$ cat src/rtl/seg7_scan_driver.sv
// Multiplexed 7-segment scan driver with hex decode, leading-zero blanking and a frame tick.
// Per-digit blinking is compiled in only when the SEG7_BLINK_EN macro is defined.

module seg7_scan_driver_chk #(
    parameter int NUM_DIGITS = 4
) (
    input logic                  i_clk,
    input logic                  i_rst,
    input logic                  en,
    input logic [NUM_DIGITS-1:0] an,
    input logic [6:0]            seg,
    input logic                  frame_tick
);
    // At most one anode may ever be driven low.
    a_an_onehot: assert property (@(posedge i_clk) disable iff (i_rst)
        $onehot0(~an));

    // A disabled display drives nothing.
    a_dark_when_off: assert property (@(posedge i_clk) disable iff (i_rst)
        !en |-> (an == {NUM_DIGITS{1'b1}} && seg == 7'h7F));

    // A frame is always longer than one cycle, so ticks never run together.
    a_tick_single: assert property (@(posedge i_clk) disable iff (i_rst)
        frame_tick |=> !frame_tick);
endmodule

module seg7_scan_driver #(
    parameter int NUM_DIGITS   = 4,
    parameter int SCAN_DIV     = 50000,
    parameter int BLINK_FRAMES = 64
) (
    input  logic                    i_clk,
    input  logic                    i_rst,
    input  logic                    i_en,
    input  logic                    i_load,
    input  logic [4*NUM_DIGITS-1:0] i_value,
    input  logic                    i_lz_blank,
`ifdef SEG7_BLINK_EN
    input  logic [NUM_DIGITS-1:0]   i_blink,
`endif
    output logic [6:0]              o_7seg,
    output logic [NUM_DIGITS-1:0]   o_an,
    output logic                    o_frame_tick
);

    localparam int PRESC_W = (SCAN_DIV > 1) ? $clog2(SCAN_DIV) : 1;
    localparam int IDX_W   = (NUM_DIGITS > 1) ? $clog2(NUM_DIGITS) : 1;
    localparam logic [PRESC_W-1:0] PRESC_LAST = PRESC_W'(SCAN_DIV - 1);
    localparam logic [IDX_W-1:0]   IDX_LAST   = IDX_W'(NUM_DIGITS - 1);

    if (NUM_DIGITS < 1 || NUM_DIGITS > 8 || SCAN_DIV < 2 || BLINK_FRAMES < 1) begin : g_bad_cfg
        $error("seg7_scan_driver: illegal parameter set");
    end

    function automatic logic [6:0] hex_to_seg(input logic [3:0] nib);
        logic [6:0] seg;
        case (nib)
            4'h0:    seg = 7'h40;
            4'h1:    seg = 7'h79;
            4'h2:    seg = 7'h24;
            4'h3:    seg = 7'h30;
            4'h4:    seg = 7'h19;
            4'h5:    seg = 7'h12;
            4'h6:    seg = 7'h02;
            4'h7:    seg = 7'h78;
            4'h8:    seg = 7'h00;
            4'h9:    seg = 7'h10;
            4'hA:    seg = 7'h08;
            4'hB:    seg = 7'h03;
            4'hC:    seg = 7'h46;
            4'hD:    seg = 7'h21;
            4'hE:    seg = 7'h06;
            4'hF:    seg = 7'h0E;
            default: seg = 7'h7F;
        endcase
        return seg;
    endfunction

    logic [PRESC_W-1:0]      presc_r;
    logic [IDX_W-1:0]        idx_r;
    logic [4*NUM_DIGITS-1:0] value_r;
    logic                    frame_tick_r;

    logic                    slot_end_s;
    logic                    frame_end_s;
    logic [3:0]              digit_nib_s;
    logic                    zero_run_s;
    logic [NUM_DIGITS-1:0]   lz_mask_s;
    logic                    lz_blank_s;
    logic                    blink_blank_s;
    logic [NUM_DIGITS-1:0]   an_s;
    logic [6:0]              seg_s;

    assign slot_end_s  = (presc_r == PRESC_LAST);
    assign frame_end_s = slot_end_s && (idx_r == IDX_LAST);

    // Slot prescaler, digit index, value capture and end-of-frame pulse.
    always_ff @(posedge i_clk) begin
        if (i_rst) begin
            presc_r      <= {PRESC_W{1'b0}};
            idx_r        <= {IDX_W{1'b0}};
            value_r      <= {(4*NUM_DIGITS){1'b0}};
            frame_tick_r <= 1'b0;
        end else begin
            if (slot_end_s) begin
                presc_r <= {PRESC_W{1'b0}};
                if (idx_r == IDX_LAST) begin
                    idx_r <= {IDX_W{1'b0}};
                end else begin
                    idx_r <= idx_r + IDX_W'(1'b1);
                end
            end else begin
                presc_r <= presc_r + PRESC_W'(1'b1);
            end
            frame_tick_r <= frame_end_s;
            if (i_load) begin
                value_r <= i_value;
            end
        end
    end

`ifdef SEG7_BLINK_EN
    localparam int BCNT_W = (BLINK_FRAMES > 1) ? $clog2(BLINK_FRAMES) : 1;
    localparam logic [BCNT_W-1:0] BCNT_LAST = BCNT_W'(BLINK_FRAMES - 1);

    logic [BCNT_W-1:0] blink_cnt_r;
    logic              blink_phase_r;

    // Blink phase flips after every BLINK_FRAMES completed frames.
    always_ff @(posedge i_clk) begin
        if (i_rst) begin
            blink_cnt_r   <= {BCNT_W{1'b0}};
            blink_phase_r <= 1'b0;
        end else if (frame_end_s) begin
            if (blink_cnt_r == BCNT_LAST) begin
                blink_cnt_r   <= {BCNT_W{1'b0}};
                blink_phase_r <= ~blink_phase_r;
            end else begin
                blink_cnt_r <= blink_cnt_r + BCNT_W'(1'b1);
            end
        end else begin
            blink_cnt_r   <= blink_cnt_r;
            blink_phase_r <= blink_phase_r;
        end
    end

    assign blink_blank_s = blink_phase_r & i_blink[idx_r];
`else
    assign blink_blank_s = 1'b0;
`endif

    // A digit is a leading zero when it and every digit above it hold zero.
    always_comb begin
        zero_run_s = 1'b1;
        lz_mask_s  = {NUM_DIGITS{1'b0}};
        for (int k = NUM_DIGITS - 1; k >= 1; k--) begin
            zero_run_s   = zero_run_s & (value_r[4*k +: 4] == 4'h0);
            lz_mask_s[k] = zero_run_s;
        end
    end

    assign digit_nib_s = value_r[{idx_r, 2'b00} +: 4];
    assign lz_blank_s  = i_lz_blank & lz_mask_s[idx_r];

    // Anode select and segment pattern; blanked digits keep their anode active.
    always_comb begin
        an_s  = {NUM_DIGITS{1'b1}};
        seg_s = 7'h7F;
        if (i_rst || !i_en) begin
            an_s  = {NUM_DIGITS{1'b1}};
            seg_s = 7'h7F;
        end else begin
            an_s[idx_r] = 1'b0;
            if (lz_blank_s || blink_blank_s) begin
                seg_s = 7'h7F;
            end else begin
                seg_s = hex_to_seg(digit_nib_s);
            end
        end
    end

    assign o_an         = an_s;
    assign o_7seg       = seg_s;
    assign o_frame_tick = frame_tick_r;

    seg7_scan_driver_chk #(
        .NUM_DIGITS (NUM_DIGITS)
    ) u_chk (
        .i_clk      (i_clk),
        .i_rst      (i_rst),
        .en         (i_en),
        .an         (an_s),
        .seg        (seg_s),
        .frame_tick (frame_tick_r)
    );

endmodule

$ cat config.mk
export PLATFORM = sky130hd
export DESIGN_NAME = seg7_scan_driver
export DESIGN_NICKNAME = d
export VERILOG_FILES = /design/src/rtl/seg7_scan_driver.sv
export SDC_FILE = /design/constraint.sdc
export NUM_CORES = 1
export LEC_CHECK = 0
export ABC_AREA = 1
export BUFFER_PORTS_ARGS = -buffer_cell sky130_fd_sc_hd__clkbuf_2
export CAP_MARGIN = 20
export CORE_UTILIZATION = 40
export CTS_CLUSTER_SIZE = 40
export DETAILED_ROUTE_END_ITERATION = 16
export PLACE_DENSITY = 0.66
export SYNTH_ARGS = -nofsm -noshare
export SYNTH_HDL_FRONTEND = slang
export SYNTH_HIERARCHICAL = 1
export SYNTH_SLANG_ARGS = --single-unit
$ cat constraint.sdc
create_clock -name i_clk -period 2.2 [get_ports i_clk]
set_input_delay 0.22 -clock i_clk [delete_from_list [all_inputs] [get_ports i_clk]]
set_output_delay 0.22 -clock i_clk [all_outputs]
set_load 0.005 [all_outputs]
### Word level (Yosys, flattened, before mapping)

Memories as Yosys holds them, arrays and structs flattened.
Index checks and enable logic that the tools add are counted.

| cells by class | value |
|---|---|
| reductions and logical operators | 8 |
| eq/ne operators | 2 |
| order comparisons | 2 |
| add/sub/neg operators | 2 |
| shift operators | 1 |
| multiplexer cells | 8 |
| bitwise gates (word level) | 4 |

Operator list:

| operator | number |
|---|---|
| $add A16 B1 Y16 const B | 1 |
| $eq A16 B16 Y1 const B | 1 |
| $shiftx A16 B5 Y4 | 1 |
| $mux W7 | 2 |
| $logic_not A4 Y1 | 3 |
| $mux W4 | 1 |
| $not A4 Y4 | 1 |
| $and A1 B1 Y1 | 3 |
| $lt A2 B3 Y1 const B | 1 |
| $add A2 B1 Y2 const B | 1 |
| $bmux W1 S2 | 1 |
| $demux W1 S2 | 1 |
| $eq A2 B2 Y1 const B | 1 |
| $ge A2 B1 Y1 const B | 1 |
| $logic_and A1 B1 Y1 | 2 |
| $mux W1 | 2 |
| $mux W2 | 1 |
| $reduce_or A2 Y1 | 1 |
| $logic_not A1 Y1 | 1 |
| $logic_or A1 B1 Y1 | 1 |

| storage, ports and cells | value |
|---|---|
| register bits after elaboration | 35 |
| memory bits (read-only) | 112 |
| memories kept | 1 |
| word-level logic and storage cells | 32 |
| output and inout port bits | 12 |

Memories:

| memory | depth | width | rd ports | clocked after memory_dff | write ports | line | text |
|---|---|---|---|---|---|---|---|
| (name not given) | 16 | 7 | 1 | 0 | 0 | 57 | `case (nib)` |

### Logic depth before layout (Yosys ltp)

Gate-level depths: netlist of the first run.

| logic depth | value |
|---|---|
| word-level depth | 8 |
| depth in mapped cells | 13 |
| gate-level depth less buffers | 12 |

### Worst setup path after synthesis of the first run

OpenSTA, ideal clock, no wires.

| timing path | value |
|---|---|
| path kind | register to output |
| start | register idx_r[0] |
| end | output o_7seg[3] |
| path slack | 563 ps |
| arrival | 1417 ps |
| cell stages (with the launch flop) | 12 |
| path buffers | 1 |
| cells stage by stage | dfxtp_1 > inv_1 > buf_2 > nand2_1 > nand3_1 > nand2_1 > inv_1 > ha_1 > nand3_1 > nand2_1 > nand2_1 > nand3_1 |

| on the way | value |
|---|---|
| cells in the longest elaborated chain, start to end | 5 |

Ends and longest elaborated chain:

| item | line | text |
|---|---|---|
| from (decl) | 80 | `logic [IDX_W-1:0] idx_r;` |
| from (signal assigned) | 101 | `idx_r <= {IDX_W{1'b0}};` |
| from (signal assigned) | 108 | `idx_r <= {IDX_W{1'b0}};` |
| from (signal assigned) | 110 | `idx_r <= idx_r + IDX_W'(1'b1);` |
| parallel branches: the longest is 3 deep, another holds $mem_v2 Z16 W7 | -- |  |
| $mux W7 (*) | 174 | `if (lz_blank_s \|\| blink_blank_s) begin` |
| $mux W7 (*) | 169 | `if (i_rst \|\| !i_en) begin` |
| to (decl) | 41 | `output logic [6:0] o_7seg,` |

Every way passes the cells marked *. The select of a mux whose other input is x is not followed.

### Final worst setup path of the first run

| timing path | value |
|---|---|
| start | register idx_r[1] |
| end | output o_7seg[3] |

Same word-level chain as after synthesis.

==> run metrics, run 1 <==
status finished, final reports clean; clock buffer depth 2; Die H 73.4 µm; Final period util 0.925; Register Area 703 µm²; via count 1994; share of layout cells above drive strength 1 0.178; Setup crit end o_7seg[3]; pwr/cell area 600 nW/µm²; reg2reg end presc_r[3]; Max-Cap Viols 0; reg2reg start presc_r[0]; DP Worst Slack 0.301 ns; Crit Path Class reg -> out; DRT Wirelength 4590 µm; vias in the first global route 1726; gr usage total 0.186; setup TNS 0 ns; post-DP HPWL 3410 µm; fmax 0.492 GHz; multi-input logic area 1210 µm²; commonest cells after routing, fill and taps aside 81 x nand2_1, 67 x nor2_1, 33 x dfxtp_1; Num CTS Buffers 5; maximum VDD drop 0.000339 V; Max Clock Skew 0.00485 ns; ant diodes 0; first-pass GRT wire length 7600 µm; I/O pin count 33; critical path arrival 1.81 ns; Root Buffer clkbuf_8; initial antenna violation count 0; initial core utilization 0.424; setup bufs post-CTS 0; worst skew pair latency 0.29 ns; Syn Inst Count 316; synth warn 6; Setup-failing EPs final 0; number of H-tree levels 2; Startpoint Class flop; TritonCTS clock tree built; final setup margin 0.166 ns; R2R depth 6; Tmin final 2.03 ns; row count 25; routed len/inst 10.9 µm; post-synth cell types 25; final hold violations 0; crit-path max FO 9; fillers 524; pin count of the biggest net entering global routing 22; flop2flop setup slack 0.76 ns; # port buffers 32; Pleak 1.08 nW; CORE AREA 4820 µm²; Placer Congestion 0.859; crit path launch idx_r[1]; RSZ-0062 raised after global routing no; final instance area 2410 µm²; Slew @ Worst Pin 0.495 ns; detail-routed via count per cell 4.75; type of destination of the critical path output pin; Worst EP required 1.98 ns; grt total ovfl 0; 1st-pass router iterations 5; sequential share of the synthesized area 0.343; Routed Antenna Nets 0; Iteration-0 DRC Markers 94; drt drc 0; synthesized area 2040 µm²; Yosys reg bits 35; hold path depth 3; Nets 384; Hold Worst Slack 0.148 ns; CTS sink count 35; Syn-to-layout area delta 18.0%; die area 5390 µm²; Slew headroom 0.668; Die X 73.4 µm; placed inst area 2280 µm²; syn nets 348; clock slew at reported path FFs 0.07 ns; max-slew violations 0; hold crit path type in -> reg; syn_area_per_cell 6.46 µm²; most common cell after layout, fill and taps aside nand2_1
[cell usage after synthesis (all sizes together)]
cell type  count  area (µm²)
or2            2        12.5
a21oi         10        50.1
inv           26        97.6
xnor2          1        8.76
nand3         31         178
buf            3        21.3
clkinv         1        3.75
and3           1        6.26
nand4          8        50.1
nor2          69         264
o21ai         17        85.1
nand2         87         352
nor3           7        35.0
clkbuf         4        15.0
xor2           1        8.76
nand3b         2        15.0
dfxtp         35         701
ha            11         138
[worst min path at each step]
stage | end | from | slack, ns
finish | value_r[1] | i_value[1] | 0.15
global route | value_r[10] | i_value[10] | 0.15
CTS | value_r[1] | i_value[1] | 0.15
detailed placement | presc_r[0] | presc_r[0] | 0.44
global placement | presc_r[0] | presc_r[0] | 0.43
floorplan | value_r[11] | i_value[11] | 0.35
[sequential cells by signal, indices dropped and copies added, names as in the netlist]
register and count:
idx_r 2, o_frame_tick 1, presc_r 16, value_r 16
[critical path, cell delays in order (launching register included)]
cell and delay, ns:
dfxtp_2 0.38, inv_2 0.17, nand3_1 0.11, nand2_2 0.15
inv_2 0.07, ha_1 0.21, nand3_1 0.13, nand2_1 0.07
nand2_1 0.05, nand3_1 0.06, clkbuf_2 0.12
[per-stage QoR]
step	utilization	instances	power [W]
4_1_cts	0.498	420	0.00146
6_report	0.500	420	0.00144
3_5_place_dp	0.473	412	0.000850
2_1_floorplan	-	316	0.000796
5_1_grt	0.500	420	0.00152
3_3_place_gp	0.473	412	0.000849
[cells by family (layout without fill, tap and decap cells)]
family	count (synthesis)	count (layout)	share of synthesized area
AND/OR/NAND/NOR	207	207	0.447
flip-flops	35	35	0.343
buffers and inverters	34	71	0.0674
AO/OA/AOI/OAI	27	27	0.0662
adder cells (fa/ha/maj)	11	11	0.0674
XOR/XNOR	2	2	0.00859
[timing repair]
| action | 4_1_cts | 5_1_grt |
|---|---|---|
| setup endpoints to repair | 3 | 6 |
| gates resized for setup | 1 | 6 |
| hold buffers | 0 | 0 |
[final cells by class]
class,count,share of cell area
clock buffer,6,0.0343
clock inverter,2,0.0146
inverter,27,0.0421
multi-input combinational,247,0.502
sequential,35,0.292
tap,67,0.0348
timing repair buffer,36,0.0806
[power by group]
group          internal [W]  switching (W)
Combinational     0.0000654      0.0000977
Sequential         0.000658      0.0000164
Clock              0.000367       0.000240
Total               0.00109       0.000354
[routing by layer]
metal	GRT usage	up-vias	wire length, µm
li1	-	1082	-
met1	0.226	876	2240
met2	0.316	29	2120
met3	0.0494	7	172
met4	0.0641	0	65
met5	0	-	0
Power figures use the tool's default switching activity.
==> inputs of run 2 (changes only) <==
- CELL_PAD_IN_SITES_DETAIL_PLACEMENT: unset -> 0
- CELL_PAD_IN_SITES_GLOBAL_PLACEMENT: unset -> 1
- CTS_BUF_LIST: unset -> sky130_fd_sc_hd__clkbuf_2
- PLACE_DENSITY: 0.66 -> 0.87
==> run metrics, run 2 (synthesis gave the netlist of run 1 again) <==
share of layout cells above drive strength 1 0.253 (+0.0750); first-pass GRT wire length 7780 µm (+2.4%); Pleak 1.12 nW (+4.1%); number of H-tree levels 2 (unchanged); fillers 512 (-2.3%); Setup-failing EPs final 0 (unchanged); Die X 73.4 µm (unchanged); cell family with most CP delay simple AND/OR/NAND/NOR gates; most frequent CP cell nand3_1; pin count of the biggest net entering global routing 22 (unchanged); worst skew pair latency 0.39 ns (+0.10 ns); Iteration-0 DRC Markers 120 (+28%); max-slew violations 0 (unchanged); Tmin final 2.10 ns (+0.0632 ns); DP Worst Slack 0.301 ns (+0.000410 ns); fin cells 430 (+2.4%); clock slew at reported path FFs 0.19 ns (+0.12 ns); pwr/cell area 509 nW/µm² (-15%); most common cell after layout, fill and taps aside nand2_1; Final period util 0.953 (+0.0287); detail-routed via count per cell 4.84 (+2.0%); initial core utilization 0.424 (unchanged); Root Buffer clkbuf_2; I/O pin count 33 (unchanged); CP Cell Sequence buf_6 > nand2_2 > nand3_2 > nand2_4 > buf_4 > ha_1 > nand3_1 > nand3_1 > nand3_1 > clkbuf_2; Worst path slowest cell dfxtp_2; DRT Wirelength 4950 µm (+7.7%); # port buffers 32 (unchanged); Num CTS Buffers 5 (unchanged); Inst Count DP 412 (unchanged); CP Buf/Inv Count 3 (unchanged); grt total ovfl 0 (unchanged); Placer Congestion 0.860 (+0.10%); hold crit path type in -> reg; commonest cells after routing, fill and taps aside 74 x nand2_1, 67 x nor2_1, 38 x clkbuf_2; Max-Cap Viols 0 (unchanged); row count 25 (unchanged); crit-path max FO 7 (-2); type of destination of the critical path output pin; Startpoint Class flop; post-DP HPWL 3440 µm (+0.87%); drt drc 0 (unchanged); gr usage total 0.186 (+0.000599); critical path arrival 1.88 ns (+0.07 ns); CTS sink count 35 (unchanged); status finished, final reports clean; ant diodes 0 (unchanged); largest registers presc_r x16, value_r x16, idx_r x2; final setup margin 0.103 ns (-0.0632 ns); Nets 394 (+2.6%); CORE AREA 4820 µm² (unchanged); TritonCTS clock tree built; initial antenna violation count 0 (unchanged); Hold Worst Slack 0.0349 ns (-0.113 ns); Routed Antenna Nets 0 (unchanged); Crit Path Class reg -> out; CTS Hold Bufs 0 (unchanged); routed len/inst 11.5 µm (+5.2%); vias in the first global route 1760 (+2.0%); 1st-pass router iterations 4 (-1); die area 5390 µm² (unchanged); via count 2083 (+4.5%); Register Area 706 µm² (+0.36%); Syn-to-layout area delta 24.8%; Slew @ Worst Pin 0.496 ns (+0.000275 ns); fmax 0.477 GHz (-3.0%); final hold violations 0 (unchanged); clock buffer depth 2 (unchanged); Critical Path Max Stage Delay 0.40 ns (+0.02 ns); Max Clock Skew 0.00678 ns (+0.00193 ns); Die H 73.4 µm (unchanged); Slew headroom 0.668 (about the same); Worst EP required 1.98 ns (about the same); maximum VDD drop 0.000401 V (+18%); multi-input logic area 1310 µm² (+8.7%)
-- run 2: cell types whose count changed in the layout (fill, tap and decap cells not counted), sizes merged --
cell,change
buf,+9
inv,+1
-- run 2: final cells by class --
| type | instances | share of cell area |
|---|---|---|
| clock inverters | 3 | 0.0167 |
| clock buffers | 5 | 0.00983 |
| repair buffers | 46 | 0.106 |
| flip-flops and latches | 35 | 0.277 |
| inverters | 27 | 0.0418 |
| well taps | 67 | 0.0329 |
| multi-input cells | 247 | 0.515 |
-- run 2: worst reg2reg max path, cell delays in order (launching register included) --
cell     delay [ns]
dfxtp_1        0.39
ha_1           0.19
nand3_1        0.21
nor2_1         0.21
nand2_2        0.15
nand2_4        0.19
nor3_1         0.07
-- run 2: repair_timing --
| action | in CTS | in global routing |
|---|---|---|
| buffers inserted | 2 | 8 |
| pin swaps | 1 | 13 |
| resized for setup | 6 | 31 |
| setup endpoints to repair | 6 | 7 |
-- run 2: layer usage --
metal / global-route usage / wire length, µm / up-vias
li1: - / - / 1097
met1: 0.226 / 2240 / 934
met2: 0.330 / 2490 / 45
met3: 0.0370 / 165 / 7
met4: 0.0577 / 50 / 0
met5: 0 / 0 / -
-- run 2: path summary, 6_finish.rpt --
kind	start	end	slack (ns)	cells past startpoint
setup reg to reg	presc_r[0]	presc_r[6]	0.70	6
hold reg to reg	presc_r[0]	presc_r[0]	0.46	1
hold / removal	i_value[11]	value_r[11]	0.03	3
setup / recovery	idx_r[0]	o_7seg[4]	0.10	10
-- run 2: report_power, final --
group | internal, W | switching, W | leakage [nW]
combinational | 0.0000836 | 0.000111 | 0.794
clock | 0.000193 | 0.000232 | 0.0410
sequential | 0.000658 | 0.0000172 | 0.288
-- run 2: through the flow --
step                      utilization  power, W  cell area (µm²)  setup TNS [ns]
after floorplan                     -  0.000796             2040               0
after global placement          0.473  0.000850             2280               0
after detailed placement        0.473  0.000851             2280               0
after CTS                       0.493   0.00128             2370               0
after global routing            0.529   0.00137             2550         -0.0464
final                           0.529   0.00130             2550               0
